File: src/rtl/mc_pkg.sv
// mc_pkg: shared types and helpers for the mc_connect_rr request connector.
// Provides the default port-index type, the flat-bus lane offset helper and
// the round-robin pointer reset value. No ports (package only).
package mc_pkg;

  // Default port count; mc_connect_rr derives its own index width from its
  // CONNECT_NUM parameter, this typedef matches the default build.
  localparam int MC_CONNECT_NUM = 3;
  localparam int MC_IDX_WIDTH   = $clog2(MC_CONNECT_NUM);

  typedef logic [MC_IDX_WIDTH-1:0] mc_idx_t;

  // Port 0 has highest priority straight out of reset.
  localparam int MC_RR_RESET_PTR = 0;

  // Bit offset of lane 'lane' inside a flat bus of 'width'-bit lanes.
  function automatic int flat_slice(input int lane, input int width);
    return lane * width;
  endfunction

endpackage

File: src/rtl/mc_route_fifo.sv
// mc_route_fifo: small FIFO of port indices recording where each in-flight
//   request came from, so in-order responses can be steered back.
// Ports: CLK/RST (async active-low), push + push_idx, pop, full, empty, head.
//   Push while full and pop while empty are ignored; push+pop together keep count.
module mc_route_fifo
  import mc_pkg::*;
#(
  parameter int WIDTH = 2,
  parameter int DEPTH = 4
) (
  input  logic             CLK,
  input  logic             RST,
  input  logic             push,
  input  logic [WIDTH-1:0] push_idx,
  input  logic             pop,
  output logic             full,
  output logic             empty,
  output logic [WIDTH-1:0] head
);

  localparam int PTR_W = $clog2(DEPTH);
  localparam int CNT_W = PTR_W + 1;
  localparam logic [CNT_W-1:0] DEPTH_CNT = DEPTH[CNT_W-1:0];

  logic [WIDTH-1:0] mem [DEPTH];
  logic [PTR_W-1:0] wr_ptr;
  logic [PTR_W-1:0] rd_ptr;
  logic [CNT_W-1:0] count;

  logic do_push;
  logic do_pop;

  assign full    = (count == DEPTH_CNT);
  assign empty   = (count == '0);
  assign do_push = push && !full;
  assign do_pop  = pop && !empty;
  assign head    = mem[rd_ptr];

  // DEPTH is a power of two, so pointers wrap by natural overflow.
  always_ff @(posedge CLK or negedge RST) begin
    if (!RST) begin
      wr_ptr <= '0;
      rd_ptr <= '0;
      count  <= '0;
    end else begin
      if (do_push) wr_ptr <= wr_ptr + 1'b1;
      if (do_pop)  rd_ptr <= rd_ptr + 1'b1;
      case ({do_push, do_pop})
        2'b10:   count <= count + 1'b1;
        2'b01:   count <= count - 1'b1;
        default: count <= count;
      endcase
    end
  end

  // Storage needs no reset: entries are only read behind a valid count.
  always_ff @(posedge CLK) begin
    if (do_push) mem[wr_ptr] <= push_idx;
  end

endmodule

File: src/rtl/mc_connect_rr.sv
// mc_connect_rr: CONNECT_NUM-to-1 memory request connector with round-robin
//   arbitration, one registered request stage and a route-tag FIFO that steers
//   in-order responses back to the requesting port.
// Ports: SLAVE_RECEIVE_* (per-port requests in, one-hot READY), SLAVE_SEND_*
//   (per-port responses out), MASTER_SEND_* (registered request out),
//   MASTER_RECEIVE_* (responses in), ORPHAN_ERR (sticky orphan flag).
// Build option MC_CONNECT_ORPHAN_DROP_EN: responses arriving with nothing in
//   flight are accepted, dropped and flagged; otherwise they stall.
module mc_connect_rr
  import mc_pkg::*;
#(
  parameter int ADDR_WIDTH  = 32,
  parameter int DATA_WIDTH  = 32,
  parameter int CONNECT_NUM = 3,
  parameter int OUTSTANDING = 4
) (
  input  logic                              CLK,
  input  logic                              RST,
  input  logic [CONNECT_NUM-1:0]            SLAVE_RECEIVE_ADDR_VALID,
  input  logic [ADDR_WIDTH*CONNECT_NUM-1:0] SLAVE_RECEIVE_ADDR,
  input  logic [CONNECT_NUM-1:0]            SLAVE_RECEIVE_DATA_VALID,
  input  logic [DATA_WIDTH*CONNECT_NUM-1:0] SLAVE_RECEIVE_DATA,
  output logic [CONNECT_NUM-1:0]            SLAVE_RECEIVE_READY,
  output logic [CONNECT_NUM-1:0]            SLAVE_SEND_VALID,
  output logic [DATA_WIDTH*CONNECT_NUM-1:0] SLAVE_SEND_DATA,
  input  logic [CONNECT_NUM-1:0]            SLAVE_SEND_READY,
  output logic                              MASTER_SEND_ADDR_VALID,
  output logic [ADDR_WIDTH-1:0]             MASTER_SEND_ADDR,
  output logic                              MASTER_SEND_DATA_VALID,
  output logic [DATA_WIDTH-1:0]             MASTER_SEND_DATA,
  input  logic                              MASTER_SEND_READY,
  input  logic                              MASTER_RECEIVE_VALID,
  input  logic [DATA_WIDTH-1:0]             MASTER_RECEIVE_DATA,
  output logic                              MASTER_RECEIVE_READY,
  output logic                              ORPHAN_ERR
);

  localparam int IDX_WIDTH = $clog2(CONNECT_NUM);
  localparam int LAST_PORT = CONNECT_NUM - 1;
  localparam logic [IDX_WIDTH:0]   NUM_EXT  = CONNECT_NUM[IDX_WIDTH:0];
  localparam logic [IDX_WIDTH-1:0] LAST_IDX = LAST_PORT[IDX_WIDTH-1:0];
  localparam logic [IDX_WIDTH-1:0] RR_RST   = MC_RR_RESET_PTR[IDX_WIDTH-1:0];

  logic [IDX_WIDTH-1:0]   rr_ptr;
  logic [IDX_WIDTH-1:0]   gnt_idx;
  logic                   gnt_any;
  logic [IDX_WIDTH:0]     cand;
  logic                   slot_free;
  logic                   grant;
  logic [ADDR_WIDTH-1:0]  sel_addr;
  logic [DATA_WIDTH-1:0]  sel_data;
  logic                   sel_dval;

  logic                   fifo_full;
  logic                   fifo_empty;
  logic [IDX_WIDTH-1:0]   fifo_head;
  logic                   fifo_pop;
  logic [CONNECT_NUM-1:0] head_hit;
  logic                   head_rdy;

  // ---------------------------------------------------------------- arbiter
  assign slot_free = !MASTER_SEND_ADDR_VALID || MASTER_SEND_READY;

  // First valid port searching upward from rr_ptr, wrapping at CONNECT_NUM.
  // cand is one bit wider so rr_ptr + k cannot overflow before the wrap.
  always_comb begin
    gnt_any = 1'b0;
    gnt_idx = '0;
    cand    = '0;
    for (int k = 0; k < CONNECT_NUM; k++) begin
      cand = {1'b0, rr_ptr} + k[IDX_WIDTH:0];
      if (cand >= NUM_EXT) cand = cand - NUM_EXT;
      if (!gnt_any && SLAVE_RECEIVE_ADDR_VALID[cand[IDX_WIDTH-1:0]]) begin
        gnt_any = 1'b1;
        gnt_idx = cand[IDX_WIDTH-1:0];
      end
    end
  end

  // A full FIFO blocks the grant even when a pop lands in the same cycle,
  // keeping the grant path independent of the response handshake.
  assign grant = RST && gnt_any && slot_free && !fifo_full;

  always_comb begin
    SLAVE_RECEIVE_READY = '0;
    sel_addr            = '0;
    sel_data            = '0;
    sel_dval            = 1'b0;
    for (int i = 0; i < CONNECT_NUM; i++) begin
      if (gnt_idx == i[IDX_WIDTH-1:0]) begin
        SLAVE_RECEIVE_READY[i] = grant;
        sel_addr = SLAVE_RECEIVE_ADDR[flat_slice(i, ADDR_WIDTH) +: ADDR_WIDTH];
        sel_data = SLAVE_RECEIVE_DATA[flat_slice(i, DATA_WIDTH) +: DATA_WIDTH];
        sel_dval = SLAVE_RECEIVE_DATA_VALID[i];
      end
    end
  end

  // ------------------------------------------------- registered request stage
  // Payload only moves on a grant, and a grant needs slot_free, so the
  // outputs stay put while the master stalls.
  always_ff @(posedge CLK or negedge RST) begin
    if (!RST) begin
      MASTER_SEND_ADDR_VALID <= 1'b0;
      MASTER_SEND_ADDR       <= '0;
      MASTER_SEND_DATA_VALID <= 1'b0;
      MASTER_SEND_DATA       <= '0;
      rr_ptr                 <= RR_RST;
    end else if (grant) begin
      MASTER_SEND_ADDR_VALID <= 1'b1;
      MASTER_SEND_ADDR       <= sel_addr;
      MASTER_SEND_DATA_VALID <= sel_dval;
      MASTER_SEND_DATA       <= sel_data;
      rr_ptr                 <= (gnt_idx == LAST_IDX) ? '0 : gnt_idx + 1'b1;
    end else if (MASTER_SEND_READY) begin
      MASTER_SEND_ADDR_VALID <= 1'b0;
    end
  end

  // --------------------------------------------------------- route tracking
  mc_route_fifo #(
    .WIDTH (IDX_WIDTH),
    .DEPTH (OUTSTANDING)
  ) u_route_fifo (
    .CLK      (CLK),
    .RST      (RST),
    .push     (grant),
    .push_idx (gnt_idx),
    .pop      (fifo_pop),
    .full     (fifo_full),
    .empty    (fifo_empty),
    .head     (fifo_head)
  );

  // ----------------------------------------------------------- response path
  always_comb begin
    head_hit = '0;
    for (int i = 0; i < CONNECT_NUM; i++) begin
      head_hit[i] = (fifo_head == i[IDX_WIDTH-1:0]);
    end
  end

  assign head_rdy         = |(SLAVE_SEND_READY & head_hit);
  assign SLAVE_SEND_VALID = (RST && MASTER_RECEIVE_VALID && !fifo_empty) ? head_hit : '0;
  assign SLAVE_SEND_DATA  = {CONNECT_NUM{MASTER_RECEIVE_DATA}};
  assign fifo_pop         = MASTER_RECEIVE_VALID && !fifo_empty && head_rdy;

`ifdef MC_CONNECT_ORPHAN_DROP_EN
  logic orphan_q;

  // With nothing in flight the response has no owner: swallow it.
  assign MASTER_RECEIVE_READY = RST && (fifo_empty || head_rdy);

  always_ff @(posedge CLK or negedge RST) begin
    if (!RST) begin
      orphan_q <= 1'b0;
    end else if (MASTER_RECEIVE_VALID && fifo_empty) begin
      orphan_q <= 1'b1;
    end
  end

  assign ORPHAN_ERR = orphan_q;
`else
  // With nothing in flight the response waits until a request is issued.
  assign MASTER_RECEIVE_READY = RST && !fifo_empty && head_rdy;
  assign ORPHAN_ERR           = 1'b0;
`endif

endmodule
File: config.mk
export PLATFORM = sky130hd
export DESIGN_NAME = mc_connect_rr
export DESIGN_NICKNAME = d
export VERILOG_FILES = /design/src/rtl/mc_pkg.sv /design/src/rtl/mc_route_fifo.sv /design/src/rtl/mc_connect_rr.sv
export SDC_FILE = /design/constraint.sdc
export NUM_CORES = 1
export LEC_CHECK = 0
export ABC_AREA = 1
export BUFFER_PORTS_ARGS = -buffer_cell sky130_fd_sc_hd__buf_2
export CORE_AREA = 3 3 155 157
export DETAILED_ROUTE_END_ITERATION = 16
export DIE_AREA = 0 0 158 160
export GPL_TIMING_DRIVEN = 0
export REMOVE_ABC_BUFFERS = 1
export SYNTH_ARGS = -nofsm -noshare
export SYNTH_HDL_FRONTEND = slang
export SYNTH_SLANG_ARGS = --single-unit
File: constraint.sdc
create_clock -name CLK -period 4 [get_ports CLK]
set_input_delay 0.2 -clock CLK [delete_from_list [all_inputs] [get_ports CLK]]
set_output_delay 0.2 -clock CLK [all_outputs]
set_load 0.01 [all_outputs]
==> results of run 1 <==
## critical path, stage by stage (launching register included)
cell	delay (ns)
dfrtp_1	0.37
inv_1	0.08
ha_1	0.38
inv_2	0.06
nand3_1	0.10
nand2_1	0.12
nand4_2	0.17
nand2_4	0.13
inv_6	0.36
buf_16	0.33
nand2_1	0.08
nor2_1	0.15
buf_2	0.16
## final timing paths
path / from / end / slack, ns / cells after the start
setup reg to reg: rr_ptr[0]$_DFFE_PN0N_ / u_route_fifo.count[1]$_DFFE_PN0P_ / 0.94 / 11
min in group asynchronous: RST / MASTER_SEND_ADDR[29]$_DFFE_PN0N_ / 0.37 / 2
max in group asynchronous: RST / MASTER_SEND_DATA[25]$_DFFE_PN0N_ / 3.03 / 3
hold reg to reg: MASTER_SEND_ADDR[22]$_DFFE_PN0N_ / MASTER_SEND_ADDR[22]$_DFFE_PN0N_ / 0.47 / 2
setup / recovery: rr_ptr[0]$_DFFE_PN0N_ / SLAVE_RECEIVE_READY[0] / 0.89 / 12
hold / removal: MASTER_SEND_READY / MASTER_SEND_ADDR_VALID$_DFFE_PN0P_ / 0.07 / 2
## metrics by stage
| step | setup slack [ns] | cells | area, um2 | utilization |
|---|---|---|---|---|
| 6_report | 0.888 | 1319 | 7220 | 0.319 |
| 3_5_place_dp | 0.924 | 1302 | 6900 | 0.305 |
| 2_1_floorplan | 0.404 | 735 | 5010 | - |
| 4_1_cts | 0.815 | 1319 | 7220 | 0.319 |
| 5_1_grt | 0.560 | 1319 | 7220 | 0.319 |
| 3_3_place_gp | -1.41 | 1297 | 6760 | 0.298 |
## sequential cells by signal, summed over array words and instances, names as in the netlist
register / count
MASTER_SEND_ADDR: 32
MASTER_SEND_DATA: 32
u_route_fifo.mem: 8
u_route_fifo.count: 3
rr_ptr: 2
u_route_fifo.rd_ptr: 2
u_route_fifo.wr_ptr: 2
MASTER_SEND_ADDR_VALID: 1
MASTER_SEND_DATA_VALID: 1
## layout make-up
type | count | area (um2) | area share
clock inverters | 4 | 76.3 | 0.0106
multi-input cells | 616 | 2770 | 0.384
clock buffers | 12 | 236 | 0.0327
well taps | 285 | 357 | 0.0494
inverters | 36 | 140 | 0.0194
flip-flops and latches | 83 | 2120 | 0.293
repair buffers | 283 | 1520 | 0.211
## per-layer routing
metal  track usage  vias to the layer above
met1         0.181                     2455
met2         0.215                      334
met5        0.0516                        -
met3         0.108                       45
li1              -                     2890
met4        0.0520                        6
## power by group through the flow
stage	combinational (mW)	clock [mW]	sequential [mW]
detailed placement	4.51	0	1.51
finish	4.44	0.889	1.50
global route	5.06	0.963	1.55
global placement	4.25	0	1.50
CTS	4.52	0.937	1.50
floorplan	2.92	0	1.66
## cells in the mapped netlist, types with 2 or more instances
master / instances
buf_12: 5
clkbuf_1: 3
inv_1: 32
nand4_1: 2
nor2_1: 95
o21bai_2: 3
o21ai_0: 4
nand2_2: 2
nor3_1: 5
inv_2: 2
nand3_2: 4
xor2_1: 3
o21bai_1: 2
dfrtp_1: 75
buf_4: 105
buf_6: 11
buf_2: 14
nand3_1: 79
nor2_2: 44
edfxtp_1: 8
nand2_1: 354
ha_1: 9
## cells by family after synthesis
group | after synthesis | synth area share
and+or+nand+nor | 588 | 0.405
buffers and inverters | 175 | 0.204
DFF | 83 | 0.346
AOI/OAI and AO/OA | 12 | 0.0161
adders and majority gates | 10 | 0.0217
xor gates and xnor gates | 4 | 0.00572
other | 1 | 0.000613
muxes | 1 | 0.00184
==> results.txt, run 1 <==
----------------------------------------------------
[Detailed routing]
  Remaining DRCs ... 0
  Antenna viol nets, final ... 0
  M1 wire length ... 8270 um
  Routed length per placed instance ... 15.4 um
  Max layer used ... met5
  Total wirelength of the detailed-routed design ... 20300 um
  Count of TritonRoute iterations in the first routing pass ... 4
  Amount of wire on met3 after detailed routing ... 3130 um
  1st-iter DRT viols ... 266
  Sum of met2 wire segment lengths after detailed routing ... 8260 um
  Vias after detailed routing ... 5730
  Vias per Instance ... 4.34

[Clocking]
  Root Driver ... clkbuf_16
  Post_cts resized ... 0
  Max Buffers Root-to-Sink ... 2
  TritonCTS clock tree ... done
  Total setup buffers inserted after CTS ... 0
  Maximum level of the CTS H-tree ... 3
  Quantity of hold-fixing buffers added after cts ... 1
  Clock latency reported for the late side of the worst-skew pair ... 0.34 ns
  CTS Sinks ... 83
  Clock transition at path regs ... 0.07 ns
  TritonCTS buffer count ... 9

[Synthesis]
  Sequential area share after synthesis ... 0.346
  Primary FF master, synth ... dfrtp_1
  Share of flip-flops with an asynchronous set or reset after synthesis ... 0.904
  Top-area cell type share of the netlist area ... 0.307
  Avg Cell Area, Syn ... 7.00 um2
  Yosys warning count ... 0
  Cell type contributing the most total cell area after synthesis ... dfrtp_1
  Flip-flop and latch count after synthesis ... 83
  Synth Cell Area ... 6120 um2
  Synth Instances ... 874
  Ranking of synthesized cells by area ... dfrtp_1 31%, nand2_1 22%, buf_4 13%
  Count of different cell masters after synthesis ... 35
  EDFF count, synth ... 8

[Timing]
  F_max ... 0.321 GHz
  Setup clock skew after layout ... 0.0121 ns
  Worst slew margin relative to its limit ... 0.361
  Setup_tns ... 0 ns
  Final critical-path required period ... 3.11 ns
  RSZ-0062 raised after global routing ... no
  Number of max-slew violations in the final report ... 0
  Worst-margin pin slew ... 0.955 ns
  Final hold violation count ... 0
  Final-report setup violation count ... 0
  Hold slack ... 0.0720 ns
  Final period util ... 0.778

[Floorplanning]
  Placeable core region ... 22600 um2
  Effective utilization at floorplan ... 0.270
  # IOs ... 407
  Die extent in y ... 160 um
  Full die area ... 25300 um2
  Die span in x ... 158 um
  Row count ... 55

[Layout]
  Share of layout cells above drive strength 1 ... 0.345
  Area growth syn-to-layout ... 18.0%
  Count of filler cells inserted in the layout ... 2466
  Ant. Diodes ... 0
  Post-layout net count ... 1276
  Most frequent cells in the layout ... 353 x nand2_1, 276 x buf_2, 95 x nor2_1, 79 x nand3_1, 75 x dfrtp_1
  Commonest non-fill, non-tap cell in the layout ... nand2_1

[Power and ir drop]
  Static leakage ... 4.07 nW
  Switching power summed over all nets ... 3.43 mW
  Sw Share ... 0.503
  Power per Cell Area ... 946 nW/um2
  Part of the power in combinational logic ... 0.650
  Internal power of the cells ... 3.39 mW
  Maximum resistive drop on vdd ... 0.814 mV
  Share of power burned in the clock network ... 0.130
  Sequential share of power ... 0.220
  Total design power ... 6.83 mW

[Setup path]
  Crit start category ... flop
  Crit path arrival time ... 2.91 ns
  Type of the setup path with the least slack ... flop to output pin
  Type of element capturing the critical path ... output pin
  Critical path fanouts, max ... 73
  Required time reported for the critical path endpoint ... 3.80 ns

[Flow run]
  Number of maximum-capacitance violations ... 0

[Global route]
  Via count of the first global-routing pass ... 5342
  Maximum number of pins on one net before global-route repair ... 74
  First-pass GRT wire length ... 29800 um
  Overflow after GRT ... 0
  Number of antenna violations at the first check in global routing ... 1
  Total GRT Usage ... 0.153

[Place]
  RD Place Congestion ... 0.809
  Post-detail-place hpwl ... 16400 um
  Number of input and output port buffers inserted ... 277

[Hold path]
  Hold crit path type ... primary input to flop

[Run status]
  Run status ... completed

----------------------------------------------------
Note: power is estimated with default switching activity, not from simulation.
==> run 2, diff against run 1 <==
- CORE_AREA: 3 3 155 157 -> 3 3 156 158
- DIE_AREA: 0 0 158 160 -> 0 0 159 161
- clock period: 4 -> 2.9 ns (I/O delays scaled with it)
==> results.txt, run 2 (synthesis gave the netlist of run 1 again) <==
----------------------------------------------------
[Run status]
  Run status ... completed

[Timing]
  Final critical-path required period ... 2.71 ns
  Final-report setup violation count ... 0 (unchanged)
  Setup_tns ... 0 ns (unchanged)
  F_max ... 0.369 GHz
  Setup slack after layout ... 0.193 ns (-0.695 ns)
  Worst slew margin relative to its limit ... 0.630 (+0.269)
  Hold slack ... 0.0991 ns (+0.0271 ns)
  Number of max-slew violations in the final report ... 0 (unchanged)
  Setup clock skew after layout ... 0.00853 ns (-0.00360 ns)
  Final period util ... 0.933
  Worst-margin pin slew ... 0.554 ns (-0.401 ns)
  Final hold violation count ... 0 (unchanged)

[Clocking]
  TritonCTS buffer count ... 9 (unchanged)
  Maximum level of the CTS H-tree ... 3 (unchanged)
  CTS Sinks ... 83 (unchanged)
  Max Buffers Root-to-Sink ... 2 (unchanged)
  Root Driver ... clkbuf_16
  Clock latency reported for the late side of the worst-skew pair ... 0.34 ns (about the same)
  TritonCTS clock tree ... done
  Clock transition at path regs ... 0.07 ns (about the same)

[Detailed routing]
  Vias after detailed routing ... 5827 (+1.7%)
  Total wirelength of the detailed-routed design ... 22000 um (+8.3%)
  Count of TritonRoute iterations in the first routing pass ... 4 (unchanged)
  Routed length per placed instance ... 16.0 um (+4.0%)
  Remaining DRCs ... 0 (unchanged)
  1st-iter DRT viols ... 256 (-3.8%)
  Antenna viol nets, final ... 0 (unchanged)
  Vias per Instance ... 4.24 (-2.3%)

[Setup path]
  Kind of cell adding the most delay to the critical path ... buffers and inverters
  Critical path fanouts, max ... 74 (+1.4%)
  CP bufs+invs ... 6 (+1)
  Crit start category ... flop
  Longest individual stage delay on the worst path ... 0.38 ns (about the same)
  Worst-path cell chain ... buf_4 > ha_4 > inv_2 > nand3_1 > inv_2 > a21oi_4 > nand4_1 > buf_4 > nand2_8 > buf_16 > nor2_1 > buf_2
  Crit path arrival time ... 2.56 ns (-0.35 ns)
  Type of element capturing the critical path ... output pin
  Slowest CP cell ... dfrtp_1
  Type of the setup path with the least slack ... flop to output pin
  Required time reported for the critical path endpoint ... 2.76 ns (-1.04 ns)
  Internal reg-to-reg setup slack ... 0.28 ns (-0.66 ns)

[Layout]
  Area of all sequential standard cells ... 2120 um2 (unchanged)
  Area growth syn-to-layout ... 24.5%
  Post-layout net count ... 1296 (+1.6%)
  Total non-filler cell area in the finished layout ... 7620 um2 (+5.5%)
  Commonest non-fill, non-tap cell in the layout ... nand2_1
  Regs by FF count ... MASTER_SEND_ADDR: 32 flops, MASTER_SEND_DATA: 32 flops, u_route_fifo.mem: 8 flops
  Most frequent cells in the layout ... 351 x nand2_1, 276 x buf_2, 94 x nor2_1, 79 x nand3_1, 75 x dfrtp_1
  Multi-input combinational cell area ... 2890 um2 (+4.2%)
  Share of layout cells above drive strength 1 ... 0.363 (+0.0181)
  Ant. Diodes ... 0 (unchanged)
  Count of filler cells inserted in the layout ... 2558 (+3.7%)

[Global route]
  Number of antenna violations at the first check in global routing ... 0 (-1)
  Total GRT Usage ... 0.158 (+0.00451)
  Maximum number of pins on one net before global-route repair ... 75 (+1.4%)
  Overflow after GRT ... 0 (unchanged)
  First-pass GRT wire length ... 31300 um (+5.1%)
  Via count of the first global-routing pass ... 5481 (+2.6%)

[Floorplanning]
  Die span in x ... 159 um (+0.63%)
  Placeable core region ... 23300 um2 (+2.7%)
  Row count ... 56 (+1.8%)
  # IOs ... 407 (unchanged)
  Effective utilization at floorplan ... 0.263 (-0.00723)
  Die extent in y ... 161 um (+0.63%)
  Full die area ... 25600 um2 (+1.3%)

[Power and ir drop]
  Share of power burned in the clock network ... 0.117 (-0.013)
  Total design power ... 10.3 mW (+51%)
  Sequential share of power ... 0.200 (-0.020)
  Switching power summed over all nets ... 5.27 mW (+53%)
  Static leakage ... 4.23 nW (+3.8%)
  Maximum resistive drop on vdd ... 0.749 mV (-8.0%)
  Power per Cell Area ... 1350 nW/um2 (+43%)
  Part of the power in combinational logic ... 0.683 (+0.033)
  Sw Share ... 0.511 (+0.00784)
  Internal power of the cells ... 5.05 mW (+49%)

[Place]
  Place WS ... -0.164 ns (-1.09 ns)
  Post-detail-place hpwl ... 16000 um (-2.0%)
  Placement-stage cell area ... 6960 um2 (+0.91%)
  RD Place Congestion ... 0.811 (+0.23%)
  Number of input and output port buffers inserted ... 277 (unchanged)

[Hold path]
  Hold crit path type ... primary input to flop

[Flow run]
  Number of maximum-capacitance violations ... 0 (unchanged)

----------------------------------------------------
==> run 2: cell count changes in the layout (fill, tap and decap cells not counted), sizes merged <==
| cell | delta |
|---|---|
| buf | +13 |
| inv | +4 |
| clkbuf | -3 |
| nand2 | +3 |
| clkinv | +2 |
| dlygate4sd3 | +2 |
| bufbuf | +1 |
| bufinv | -1 |
| clkinvlp | -1 |
==> run 2: timing repair <==
action / CTS / global route
pin swaps: 2 / 4
hold buffers: 6 / 0
resized for setup: 5 / 13
gates cloned: 2 / 3
endpoints found under the hold margin: 36 / 0
setup endpoints to repair: 10 / 10
setup buffers: 1 / 8
==> run 2: final timing paths <==
path | start | endpoint | cells after the start
setup / recovery | rr_ptr[1]$_DFFE_PN0N_ | SLAVE_RECEIVE_READY[1] | 12
hold / removal | SLAVE_RECEIVE_DATA[42] | MASTER_SEND_DATA[10]$_DFFE_PN0N_ | 5
setup reg to reg | rr_ptr[1]$_DFFE_PN0N_ | MASTER_SEND_ADDR[20]$_DFFE_PN0N_ | 13
hold reg to reg | MASTER_SEND_DATA_VALID$_DFFE_PN0N_ | MASTER_SEND_DATA_VALID$_DFFE_PN0N_ | 2
max in group asynchronous | RST | MASTER_SEND_ADDR[3]$_DFFE_PN0N_ | 5
min in group asynchronous | RST | MASTER_SEND_ADDR_VALID$_DFFE_PN0P_ | 4
==> run 2: per-stage QoR <==
step | std cells | utilization
after global placement | 1331 | 0.292
final | 1373 | 0.328
after global routing | 1373 | 0.328
after floorplan | 735 | -
after CTS | 1362 | 0.320
after detailed placement | 1337 | 0.299
==> run 2: cell type report <==
type	count	area share
Multi-Input combinational cell	619	0.379
Sequential cell	83	0.278
Timing Repair Buffer	299	0.228
Tap cell	319	0.0524
Clock buffer	9	0.0295
Inverter	36	0.0212
Clock inverter	7	0.0107
Timing Repair inverter	1	0.00148
==> run 2: metal layers <==
metal  up-vias  part of all wire  track usage
li1       2945                 -            -
met1      2541              0.42        0.188
met2       317              0.42        0.225
met3        20              0.14        0.112
met4         4             0.013       0.0346
met5         -            0.0089       0.0701
==> run 2: power by group through the flow <==
stage / logic, mW / registers [mW] / clock network [mW]
final: 7.05 / 2.07 / 1.20
after global routing: 7.95 / 2.15 / 1.32
after CTS: 6.58 / 2.07 / 1.27
after detailed placement: 6.26 / 2.08 / 0
after global placement: 5.65 / 2.07 / 0
after floorplan: 3.95 / 2.30 / 0
==> run 2: tightest hold or removal path, stage by stage <==
cell	delay, ns
buf_2	0.07
nand2_1	0.04
nand3_1	0.06
nand2_1	0.04
nand2_1	0.05
==> run 3, diff against run 2 <==
- SLEW_MARGIN: default -> 20
- clock period: 2.9 -> 2.8 ns (I/O delays scaled with it)
==> results.txt, run 3 (synthesis gave the netlist of run 1 again) <==
----------------------------------------------------
[Flow run]
  Number of maximum-capacitance violations ... 0 (unchanged)

[Timing]
  F_max ... 0.388 GHz
  Number of max-slew violations in the final report ... 0 (unchanged)
  Final critical-path required period ... 2.58 ns
  Worst-margin pin slew ... 0.548 ns (-0.00664 ns)
  Setup_tns ... 0 ns (unchanged)
  Final hold violation count ... 0 (unchanged)
  Final-report setup violation count ... 0 (unchanged)
  Worst slew margin relative to its limit ... 0.635 (+0.00443)
  Setup clock skew after layout ... 0.0126 ns (+0.00411 ns)
  Final period util ... 0.920

[Floorplanning]
  Row count ... 56 (unchanged)
  Effective utilization at floorplan ... 0.263 (unchanged)
  # IOs ... 407 (unchanged)
  Placeable core region ... 23300 um2 (unchanged)
  Die extent in y ... 161 um (unchanged)
  Die span in x ... 159 um (unchanged)
  Full die area ... 25600 um2 (unchanged)

[Setup path]
  Start point of the critical path ... rr_ptr[0]$_DFFE_PN0N_
  Critical path fanouts, max ... 33 (-55%)
  Critical R2R Launch ... rr_ptr[0]$_DFFE_PN0N_
  Type of the setup path with the least slack ... flop to flop
  Type of element capturing the critical path ... flop
  Crit start category ... flop
  End of the critical path ... MASTER_SEND_ADDR[2]$_DFFE_PN0N_
  Critical register-to-register path endpoint ... MASTER_SEND_ADDR[2]$_DFFE_PN0N_
  Internal reg-to-reg setup slack ... 0.22 ns (-0.06 ns)
  Required time reported for the critical path endpoint ... 3.08 ns (+0.32 ns)
  Number of cell instances on the worst register-to-register path ... 15 (+2)
  Crit path arrival time ... 2.86 ns (+0.30 ns)

[Clocking]
  Max Buffers Root-to-Sink ... 2 (unchanged)
  Clock latency reported for the late side of the worst-skew pair ... 0.35 ns (about the same)
  Maximum level of the CTS H-tree ... 3 (unchanged)
  TritonCTS buffer count ... 9 (unchanged)
  Clock transition at path regs ... 0.07 ns (about the same)
  CTS Sinks ... 83 (unchanged)
  TritonCTS clock tree ... done
  Root Driver ... clkbuf_16

[Power and ir drop]
  Power per Cell Area ... 1420 nW/um2 (+5.1%)
  Static leakage ... 4.25 nW (+0.46%)
  Maximum resistive drop on vdd ... 0.583 mV (-22%)
  Total design power ... 10.9 mW (+5.5%)

[Global route]
  Number of antenna violations at the first check in global routing ... 0 (unchanged)
  First-pass GRT wire length ... 32000 um (+2.2%)
  Total GRT Usage ... 0.163 (+0.00496)
  Maximum number of pins on one net before global-route repair ... 68 (-9.3%)
  Via count of the first global-routing pass ... 5447 (-0.62%)
  Overflow after GRT ... 0 (unchanged)

[Detailed routing]
  Remaining DRCs ... 0 (unchanged)
  Vias after detailed routing ... 5891 (+1.1%)
  Sum of met2 wire segment lengths after detailed routing ... 9570 um (+3.4%)
  Max layer used ... met5
  M1 wire length ... 9650 um (+5.6%)
  Routed length per placed instance ... 16.8 um (+4.7%)
  Total wirelength of the detailed-routed design ... 23100 um (+4.9%)
  Amount of wire on met3 after detailed routing ... 3160 um (+1.8%)
  Count of TritonRoute iterations in the first routing pass ... 7 (+3)
  Antenna viol nets, final ... 0 (unchanged)
  1st-iter DRT viols ... 283 (+11%)
  Vias per Instance ... 4.28 (+0.88%)

[Layout]
  Commonest non-fill, non-tap cell in the layout ... nand2_1
  Share of layout cells above drive strength 1 ... 0.366 (+0.00275)
  Post-layout net count ... 1299 (+0.23%)
  Area growth syn-to-layout ... 24.9%
  Regs by FF count ... MASTER_SEND_ADDR: 32 flops, MASTER_SEND_DATA: 32 flops, u_route_fifo.mem: 8 flops
  Multi-input combinational cell area ... 2900 um2 (+0.39%)
  Count of filler cells inserted in the layout ... 2540 (-0.70%)
  Total non-filler cell area in the finished layout ... 7640 um2 (+0.30%)
  Area of all sequential standard cells ... 2120 um2 (unchanged)
  Ant. Diodes ... 0 (unchanged)
  Most frequent cells in the layout ... 351 x nand2_1, 276 x buf_2, 94 x nor2_1, 78 x nand3_1, 75 x dfrtp_1
  Core Util, Final ... 0.329 (+0.000968)

[Hold path]
  Hold crit path type ... primary input to flop

[Place]
  Number of input and output port buffers inserted ... 277 (unchanged)
  RD Place Congestion ... 0.811 (unchanged)
  Placement-stage cell area ... 6970 um2 (+0.13%)
  Post-detail-place hpwl ... 15800 um (-1.2%)

[Run status]
  Run status ... completed

----------------------------------------------------
run 3: stage by stage:
stage | setup slack (ns) | instances | hold WS [ns]
after floorplan | -0.796 | 735 | -0.156
after global placement | -2.48 | 1331 | 0.280
after detailed placement | -0.181 | 1336 | 0.151
after CTS | -0.0132 | 1364 | 0.0674
after global routing | -0.000396 | 1376 | 0.0911
final | 0.223 | 1376 | 0.0882
run 3: area by class of cell:
| cell class | instances | area share |
|---|---|---|
| clock inverters | 7 | 0.00966 |
| well taps | 319 | 0.0522 |
| clock buffers | 9 | 0.0295 |
| flip-flops and latches | 83 | 0.277 |
| inverters | 36 | 0.0211 |
| multi-input cells | 620 | 0.380 |
| repair inverters | 1 | 0.00147 |
| repair buffers | 301 | 0.230 |
run 3: worst max-delay path, stage by stage, from the launching register on:
cell and delay (ns):
dfrtp_1 0.37, inv_1 0.11, ha_4 0.32, inv_2 0.05, nand2_1 0.05, nand2_1 0.08
a21oi_4 0.23, buf_4 0.14, nand4_1 0.06, buf_4 0.17, buf_4 0.17, nand2_4 0.40
nand2_1 0.10, nand3_1 0.11, nand2_1 0.06, nand2_1 0.05
run 3: timing repair:
item / 4_1_cts / 5_1_grt
gates resized for setup: 6 / 11
pin swaps: 2 / 5
gates cloned: 4 / 3
hold endpoints to repair: 36 / 0
setup buffers: 2 / 10
hold buffers: 6 / 0
setup endpoints to repair: 10 / 8
run 3: power breakdown:
group | switching [mW] | internal [mW]
sequential | 0.302 | 1.85
combinational | 4.85 | 2.65
clock | 0.530 | 0.698
total | 5.68 | 5.20
run 3: how the worst min path moves through the flow:
stage / cells past startpoint / endpoint / from / slack (ns)
after floorplan: 0 / MASTER_SEND_ADDR[0]$_DFFE_PN0N_ / RST / -0.16
after global placement: 0 / SLAVE_SEND_DATA[33] / MASTER_RECEIVE_DATA[1] / 0.28
after detailed placement: 1 / MASTER_SEND_ADDR[15]$_DFFE_PN0N_ / RST / 0.15
after CTS: 5 / MASTER_SEND_DATA[10]$_DFFE_PN0N_ / SLAVE_RECEIVE_DATA[42] / 0.07
after global routing: 5 / MASTER_SEND_DATA[10]$_DFFE_PN0N_ / SLAVE_RECEIVE_DATA[42] / 0.09
final: 5 / MASTER_SEND_DATA[7]$_DFFE_PN0N_ / SLAVE_RECEIVE_DATA[39] / 0.09
run 3: layer usage:
layer  vias to the layer above  track usage
met4                         6       0.0366
met5                         -       0.0682
li1                       2941            -
met1                      2595        0.198
met3                        25        0.108
met2                       324        0.233
